==> src/rtl/ctrl_fsm.sv <==
// ctrl_fsm: multicycle processor control unit.
// Sequences fetch / decode / memory / execute / branch / jump phases,
// latches the opcode at decode, counts retired instructions and flags
// illegal opcodes with a sticky bit that only reset clears.
module ctrl_fsm (
  input  logic       clk,
  input  logic       rst,
  input  logic [5:0] op,
  input  logic       zero,
  input  logic       mem_ack,
  output logic       mem_req,
  output logic       mem_we,
  output logic       ir_write,
  output logic       pc_write,
  output logic [1:0] pc_src,
  output logic       reg_write,
  output logic [1:0] alu_op,
  output logic [3:0] state,
  output logic [8:0] ictr,
  output logic       illegal
);

  typedef enum logic [3:0] {
    S_FETCH  = 4'd0,
    S_DECODE = 4'd1,
    S_MEMADR = 4'd2,
    S_MEMRD  = 4'd3,
    S_MEMWB  = 4'd4,
    S_MEMWR  = 4'd5,
    S_EXEC   = 4'd6,
    S_RWB    = 4'd7,
    S_BRANCH = 4'd8,
    S_JUMP   = 4'd9,
    S_HALT   = 4'd10
  } state_t;

  localparam logic [5:0] OP_RTYPE = 6'b000000;
  localparam logic [5:0] OP_LW    = 6'b100011;
  localparam logic [5:0] OP_SW    = 6'b101011;
  localparam logic [5:0] OP_BEQ   = 6'b000100;
  localparam logic [5:0] OP_J     = 6'b000010;

  localparam logic [1:0] PC_PLUS4  = 2'b00;
  localparam logic [1:0] PC_BRANCH = 2'b01;
  localparam logic [1:0] PC_JUMP   = 2'b10;

  localparam logic [1:0] ALU_ADD   = 2'b00;
  localparam logic [1:0] ALU_SUB   = 2'b01;
  localparam logic [1:0] ALU_FUNCT = 2'b10;

  state_t     state_q;
  state_t     state_d;
  logic [5:0] op_q;
  logic       op_legal;
  logic       retire;

  // Opcode legality, evaluated on the live op bus during DECODE.
  always_comb begin
    op_legal = 1'b0;
    case (op)
      OP_RTYPE, OP_LW, OP_SW, OP_BEQ, OP_J: op_legal = 1'b1;
      default:                              op_legal = 1'b0;
    endcase
  end

  // State register; reset parks the machine in FETCH.
  always_ff @(posedge clk or posedge rst) begin
    if (rst) state_q <= S_FETCH;
    else     state_q <= state_d;
  end

  // Opcode latch: captured in DECODE so later op changes cannot redirect MEMADR.
  always_ff @(posedge clk or posedge rst) begin
    if (rst)                    op_q <= '0;
    else if (state_q == S_DECODE) op_q <= op;
  end

  // Sticky illegal flag, set on the DECODE cycle that diverts to HALT.
  always_ff @(posedge clk or posedge rst) begin
    if (rst)                                    illegal <= 1'b0;
    else if (state_q == S_DECODE && !op_legal)  illegal <= 1'b1;
  end

  // Retired-instruction counter, 9-bit modulo.
  always_ff @(posedge clk or posedge rst) begin
    if (rst)         ictr <= '0;
    else if (retire) ictr <= ictr + 9'd1;
  end

  // Next-state decode and retire detection.
  always_comb begin
    state_d = state_q;
    case (state_q)
      S_FETCH:  if (mem_ack) state_d = S_DECODE;
      S_DECODE: begin
        case (op)
          OP_RTYPE:      state_d = S_EXEC;
          OP_LW, OP_SW:  state_d = S_MEMADR;
          OP_BEQ:        state_d = S_BRANCH;
          OP_J:          state_d = S_JUMP;
          default:       state_d = S_HALT;
        endcase
      end
      S_MEMADR: state_d = (op_q == OP_LW) ? S_MEMRD : S_MEMWR;
      S_MEMRD:  if (mem_ack) state_d = S_MEMWB;
      S_MEMWB:  state_d = S_FETCH;
      S_MEMWR:  if (mem_ack) state_d = S_FETCH;
      S_EXEC:   state_d = S_RWB;
      S_RWB:    state_d = S_FETCH;
      S_BRANCH: state_d = S_FETCH;
      S_JUMP:   state_d = S_FETCH;
      S_HALT:   state_d = S_HALT;
      default:  state_d = S_HALT;
    endcase

    retire = 1'b0;
    if (state_d == S_FETCH &&
        (state_q == S_MEMWB || state_q == S_MEMWR || state_q == S_RWB ||
         state_q == S_BRANCH || state_q == S_JUMP))
      retire = 1'b1;
  end

  // Output decode; every strobe is forced low while rst is high so that
  // FETCH does not request memory during reset.
  always_comb begin
    mem_req   = 1'b0;
    mem_we    = 1'b0;
    ir_write  = 1'b0;
    pc_write  = 1'b0;
    pc_src    = PC_PLUS4;
    reg_write = 1'b0;
    alu_op    = ALU_ADD;
    if (!rst) begin
      case (state_q)
        S_FETCH: begin
          mem_req  = 1'b1;
          ir_write = mem_ack;
          pc_write = mem_ack;
          pc_src   = PC_PLUS4;
        end
        S_MEMADR: alu_op = ALU_ADD;
        S_MEMRD:  mem_req = 1'b1;
        S_MEMWB:  reg_write = 1'b1;
        S_MEMWR: begin
          mem_req = 1'b1;
          mem_we  = 1'b1;
        end
        S_EXEC:   alu_op = ALU_FUNCT;
        S_RWB:    reg_write = 1'b1;
        S_BRANCH: begin
          alu_op   = ALU_SUB;
          pc_src   = PC_BRANCH;
          pc_write = zero;
        end
        S_JUMP: begin
          pc_src   = PC_JUMP;
          pc_write = 1'b1;
        end
        default: ;
      endcase
    end
  end

  assign state = state_q;

endmodule

==> config.mk <==
export PLATFORM = sky130hd
export DESIGN_NAME = ctrl_fsm
export DESIGN_NICKNAME = d
export VERILOG_FILES = /design/src/rtl/ctrl_fsm.sv
export SDC_FILE = /design/constraint.sdc
export NUM_CORES = 1
export LEC_CHECK = 0
export CORE_MARGIN = 2
export CORE_UTILIZATION = 40
export CTS_CLUSTER_SIZE = 40
export DETAILED_ROUTE_END_ITERATION = 10
export GPL_TIMING_DRIVEN = 0
export PLACE_DENSITY_LB_ADDON = 0.1
export SKIP_CTS_REPAIR_TIMING = 1
export SLEW_MARGIN = 20
export SYNTH_ARGS = -nofsm -noshare
export SYNTH_HDL_FRONTEND = slang
export SYNTH_SLANG_ARGS = --single-unit
==> constraint.sdc <==
create_clock -name clk -period 2.5 [get_ports clk]
set_clock_uncertainty 0.05 [all_clocks]
set_input_delay 0.25 -clock clk [delete_from_list [all_inputs] [get_ports clk]]
set_output_delay 0.25 -clock clk [all_outputs]
set_load 0.01 [all_outputs]
==> impl_metrics.yaml, run 1 <==
outcome:
  status: "completed"
cts:
  cts_sinks: 20
  cts_root_buf: "clkbuf_4"
  clk_pin_slew_ns: 0.12
  clk_path_buf_depth: 2
  cts_buffers: 3
  ctsHtreeMaxLevel: 1
  clk_latency_ns: 0.30
  cts_tree: "yes"
sta:
  finalCritPeriodShare_pct: 93.04
  relSlewSlack_pct: 49.28
  timing.final.ws_setup_ns: 0.1739
  setup_tns_ns: 0
  tightest_slew_ns: 0.7600
  hold_viol_final: 0
  fmax_mhz: 429.9
  setup_viol: 0
  slew_viol_final: 0
  rsz0062_at_grt: "no"
  fin_crit_ns: 2.326
setup_path:
  path_cells: "clkbuf_1 -> nor2_1 -> nand2_1 -> nor3b_1 -> clkdlybuf4s50_1"
  critical_path_class: "register to primary output"
  regToRegStartpoint: "state[3]"
  worstPathMaxFanout: 10
  critPathBufInv: 2
  end_kind: "primary output"
  cpPeakStageDelay_ns: 0.57
  startpoint_type: "register"
  cpMaxStageDelayCell: "clkdlybuf4s50_1"
  arrival_ns: 2.03
  critPathLaunch: "state[3]"
  critPathTopFamily: "buffers and inverters"
  required_ns: 2.20
grt:
  grt_max_degree: 21
  grt_antenna_before_repair: 0
  grt_pass1_wl_um: 4278
  overflow: 0
  grt_pass1_vias: 914
  grtUsageTotal_pct: 16.83
synth:
  synth.top_cell.area_share_pct: 45.66
  synthFlopType: "dfrtp_1"
  syn_avg_cell_area_um2: 9.700
  synth.largest_area_cell: "dfrtp_1"
  synth_edf_count: 0
  synthMuxAreaShare_pct: 6.507
  yosys_warnings: 0
  yosysSeqAreaShare_pct: 45.66
  synth_cells: 113
  syn_nets: 124
  synth_fa_ha_area_share_pct: 1.142
  synth-compound-area-share_pct: 11.64
  ys_seq_elements: 20
  netlist_top_cells_area: "dfrtp_1, xnor2_1, mux2_2"
  ys_async_sr_fraction_pct: 100.0
  synth_xor_xnor_area_share_pct: 7.991
  synth_top_family_by_area: "simple AND/OR/NAND/NOR gates"
  synth-simple-area-share_pct: 23.74
  synth_cell_types: 33
  netlist_area_um2: 1096
pwr:
  ir_worst_vdd_mv: 0.3203
  leakage_nw: 0.6184
  p_per_area_nw_per_um2: 416.1
  p_total_mw: 0.6289
drt:
  vias: 964
  wl_met1_um: 1169
  drt_iter0_drc: 24
  routed_wl_um: 2487
  dr_wl_met2_um: 1166
  drtPass1Iterations: 4
  viasPerCell: 5.385
  drc: 0
  ant_nets: 0
  highest_layer: "met4"
  dr_wl_met3_um: 114
  avgRoutedWirePerCell_um: 13.89
placement:
  numPortBuffers: 32
  dpl_cell_area_um2: 1454
  place_congestion: 0.8397
  dpl.hpwl_um: 1886
  dp_slack_ns: 0.4532
final_layout:
  stdcell_area_um2: 1511
  multi_input_area_um2: 564.3
  drive_above_1_share_pct: 10.07
  insertedDiodeCount: 0
  regArea_um2: 500.5
  fillers: 243
  final_core_util_pct: 59.39
  layout.nets: 161
  area_growth_pct: 37.90
die:
  die_h_um: 56.35
  die-area_um2: 3175
  die_w_um: 56.35
  rows: 18
  start_util_pct: 43.07
  core_um2: 2545
  ioPinCount: 33
min_path:
  worst_hold_path_type: "primary input to asynchronous set/reset pin"
flow_run:
  maxCapViolCount: 0
cells in the mapped netlist (3+ instances only):
| cell | count |
|---|---|
| mux2_2 | 5 |
| nor2b_1 | 4 |
| nand3_1 | 3 |
| dfrtp_1 | 20 |
| nand4_1 | 6 |
| nor3b_1 | 3 |
| nand2_1 | 11 |
| a21oi_1 | 6 |
| xnor2_1 | 9 |
| and3_1 | 3 |
| o21ai_0 | 6 |
| nor2_1 | 10 |
flip-flops by register name (all words and copies together), names as in the netlist:
register  count
ictr          9
op_q          6
state         4
illegal       1
per-stage QoR:
step                hold WS [ns]  std cells
global placement          0.4092        175
detailed placement        0.4158        175
global route              0.4577        179
CTS                       0.4115        179
finish                    0.3992        179
floorplan                 0.1638        113
path summary, 6_finish.rpt:
path | end | slack, ns | depth (start not counted)
max | reg_write | 0.17 | 5
min | ictr[8] | 0.40 | 2
max reg2reg | op_q[1] | 0.75 | 3
min reg2reg | ictr[8] | 0.42 | 1
max in group asynchronous | state[2] | 1.53 | 2
min in group clk | ictr[8] | 0.42 | 1
cells by family after synthesis:
| family | after synthesis |
|---|---|
| flops | 20 |
| mux | 6 |
| compound gates | 20 |
| simple gates | 49 |
| buf+inv | 7 |
| xor+xnor | 10 |
| fa+ha+maj | 1 |
power breakdown:
group | internal [mW] | switching, mW
registers | 0.324 | 0.000539
logic | 0.0186 | 0.0189
clock network | 0.162 | 0.104
area by class of cell:
cell class                      count  share of cell area, %
Clock buffer                        3                  1.490
Timing Repair Buffer               32                  21.19
Inverter                            2                 0.4967
Tap cell                           30                  2.483
Buffer                              5                  1.904
Multi-Input combinational cell     86                  37.33
Clock inverter                      1                  1.987
Sequential cell                    20                  33.11
layer usage:
| layer | vias to the layer above | track usage [%] |
|---|---|---|
| met1 | 452 | 23.37 |
| met2 | 26 | 25.88 |
| met4 | 0 | 6.122 |
| met3 | 5 | 3.456 |
| met5 | - | 0 |
| li1 | 481 | - |
placed cells by master (no fill, tap or decap), drive strengths merged:
master	Yosys	final
or3b	1	1
a21boi	1	1
o32a	1	1
a21o	1	1
o221ai	1	1
xnor2	9	9
mux2	6	6
dfrtp	20	20
nor3b	3	3
o211ai	1	1
nand3	3	3
nand2b	2	2
nor2b	4	4
bufinv	0	1
nand4	6	6
o31ai	1	1
inv	2	2
ha	1	1
clkdlybuf4s50	0	32
a21oi	6	6
nor4b	1	1
xor2	1	1
or3	2	2
buf	3	3
nand2	11	11
o21ai	6	6
nor3	3	3
a32o	1	1
nor2	10	10
o311ai	1	1
and3	3	3
clkbuf	2	5
(Power assumes the default switching activity.)
==> run 2, diff against run 1 <==
--- a/config.mk
+++ b/config.mk
@@ -5,6 +5,7 @@
 export SDC_FILE = /design/constraint.sdc
 export NUM_CORES = 1
 export LEC_CHECK = 0
+export CORE_ASPECT_RATIO = 2
 export CORE_MARGIN = 2
 export CORE_UTILIZATION = 40
 export CTS_CLUSTER_SIZE = 40
==> impl_metrics.yaml, run 2 (synthesis gave the netlist of run 1 again) <==
drt:
  avgRoutedWirePerCell_um: 14.21
  drc: 0
  routed_wl_um: 2515
  drt_iter0_drc: 15
  drtPass1Iterations: 4
  viasPerCell: 5.446
  vias: 964
  ant_nets: 0
setup_path:
  path_cells: "buf_2 -> nor3_1 -> nand2_1 -> nor2_1 -> clkdlybuf4s50_1"
  worstPathMaxFanout: 10
  cpPeakStageDelay_ns: 0.54
  critical_path_class: "register to primary output"
  cpMaxStageDelayCell: "clkdlybuf4s50_1"
  arrival_ns: 1.98
  required_ns: 2.20
  startpoint_type: "register"
  end_kind: "primary output"
flow_run:
  maxCapViolCount: 0
sta:
  finalCritPeriodShare_pct: 91.12
  setup_tns_ns: 0
  setup_viol: 0
  rsz0062_at_grt: "no"
  fin_crit_ns: 2.278
  relSlewSlack_pct: 51.77
  slew_viol_final: 0
  tightest_slew_ns: 0.7226
  hold_viol_final: 0
  fmax_mhz: 439.0
cts:
  clk_latency_ns: 0.25
  cts_sinks: 20
  ctsHtreeMaxLevel: 1
  clk_pin_slew_ns: 0.07
  cts_tree: "yes"
  clk_path_buf_depth: 2
  cts_buffers: 3
  cts_root_buf: "clkbuf_8"
placement:
  place_congestion: 0.7548
  numPortBuffers: 32
  dpl.hpwl_um: 1986
grt:
  overflow: 0
  grt_max_degree: 21
  grt_pass1_wl_um: 4077
  grt_pass1_vias: 948
  grt_antenna_before_repair: 0
  grtUsageTotal_pct: 18.27
pwr:
  ir_worst_vdd_mv: 0.3882
  seqPwrFrac_pct: 54.1
  switching_share_pct: 19.56
  combPwrFrac_pct: 6.1
  leakage_nw: 0.6191
  internal_power_mw: 0.4831
  p_switching_mw: 0.1175
  p_per_area_nw_per_um2: 398.7
  p_clk_share_pct: 39.7
  p_total_mw: 0.6006
die:
  die_w_um: 41.02
  start_util_pct: 42.65
  ioPinCount: 33
  rows: 26
  die-area_um2: 3200
  core_um2: 2570
  die_h_um: 78.03
final_layout:
  top_register: "ictr"
  drive_above_1_share_pct: 9.396
  layout.nets: 161
  area_growth_pct: 37.44
  layout_common_cells: "clkdlybuf4s50_1, dfrtp_1, nand2_1, nor2_1, xnor2_1"
  insertedDiodeCount: 0
  largest_reg_flops: 9
  layout_commonest_cell: "clkdlybuf4s50_1"
min_path:
  worst_hold_path_type: "register to register"
outcome:
  status: "completed"
-- run 2: changes by cell type in the layout (fill, tap and decap cells not counted), sizes merged --
cell	previous run	this run
bufinv	1	0
clkbuf	5	6
-- run 2: path summary, 6_finish.rpt --
kind / from / end / slack, ns / depth (start not counted)
min: ictr[8] / ictr[8] / 0.43 / 1
min in group asynchronous: rst / op_q[0] / 0.44 / 2
max in group asynchronous: rst / state[1] / 1.51 / 2
min reg2reg: ictr[8] / ictr[8] / 0.43 / 1
max reg2reg: state[3] / op_q[1] / 0.78 / 3
max: state[2] / pc_src[1] / 0.22 / 5
-- run 2: per-layer routing --
metal  GRT usage, %  part of all wire, %
met1          19.51                   39
met2          31.09                   54
met3          1.977                  4.0
met4          10.67                  2.9
met5              0                    0
-- run 2: power groups by stage --
stage	clock, mW	sequential (mW)	combinational, mW
4_1_cts	0.247	0.325	0.0376
3_5_place_dp	0	0.331	0.0374
6_report	0.239	0.325	0.0369
2_1_floorplan	0	0.332	0.0125
5_1_grt	0.261	0.325	0.0413
3_3_place_gp	0	0.331	0.0372
-- run 2: stage by stage --
stage               hold WS (ns)  util, %  worst slack, ns  cells  cell area, µm²
finish                    0.4286    58.62           0.2220    177            1506
global route              0.4553    58.62          0.08893    177            1506
CTS                       0.4336    58.62           0.1919    177            1506
detailed placement        0.4175    56.48           0.4476    173            1451
global placement          0.4140    56.48           0.4733    173            1451
floorplan                 0.1638        -           0.9016    113            1096
-- run 2: cell type report --
type / count / area, µm²
fill: 257 / 1064
sequential: 20 / 500.5
buffer: 5 / 28.78
clock buffer: 4 / 55.05
multi-input combinational: 86 / 559.3
timing repair buffer: 32 / 320.3
inverter: 2 / 7.507
tap: 28 / 35.03
-- run 2: critical path: cells and delay by family, from the launching register on --
kind	cells	cell delay (ns)
DFF	1	0.45
and+or+nand+nor	3	0.52
buffers and inverters	2	0.75
==> run 3, diff against run 2 <==
==> constraint.sdc (replaced) <==
create_clock -name clk -period 2.5 [get_ports clk]
set_clock_uncertainty 0.05 [all_clocks]
set_input_delay 0.25 -clock clk [delete_from_list [all_inputs] [get_ports clk]]
set_output_delay 0.25 -clock clk [all_outputs]
set_load 0.005 [all_outputs]
==> results of run 3 <==
The final DEF is identical to that of run 2. Status: completed.
Main changes from that run: setup slack after placement 0.4476 ns -> 0.4826 ns; setup slack after layout 0.2220 ns -> 0.2573 ns; total power 0.6006 mW -> 0.6001 mW
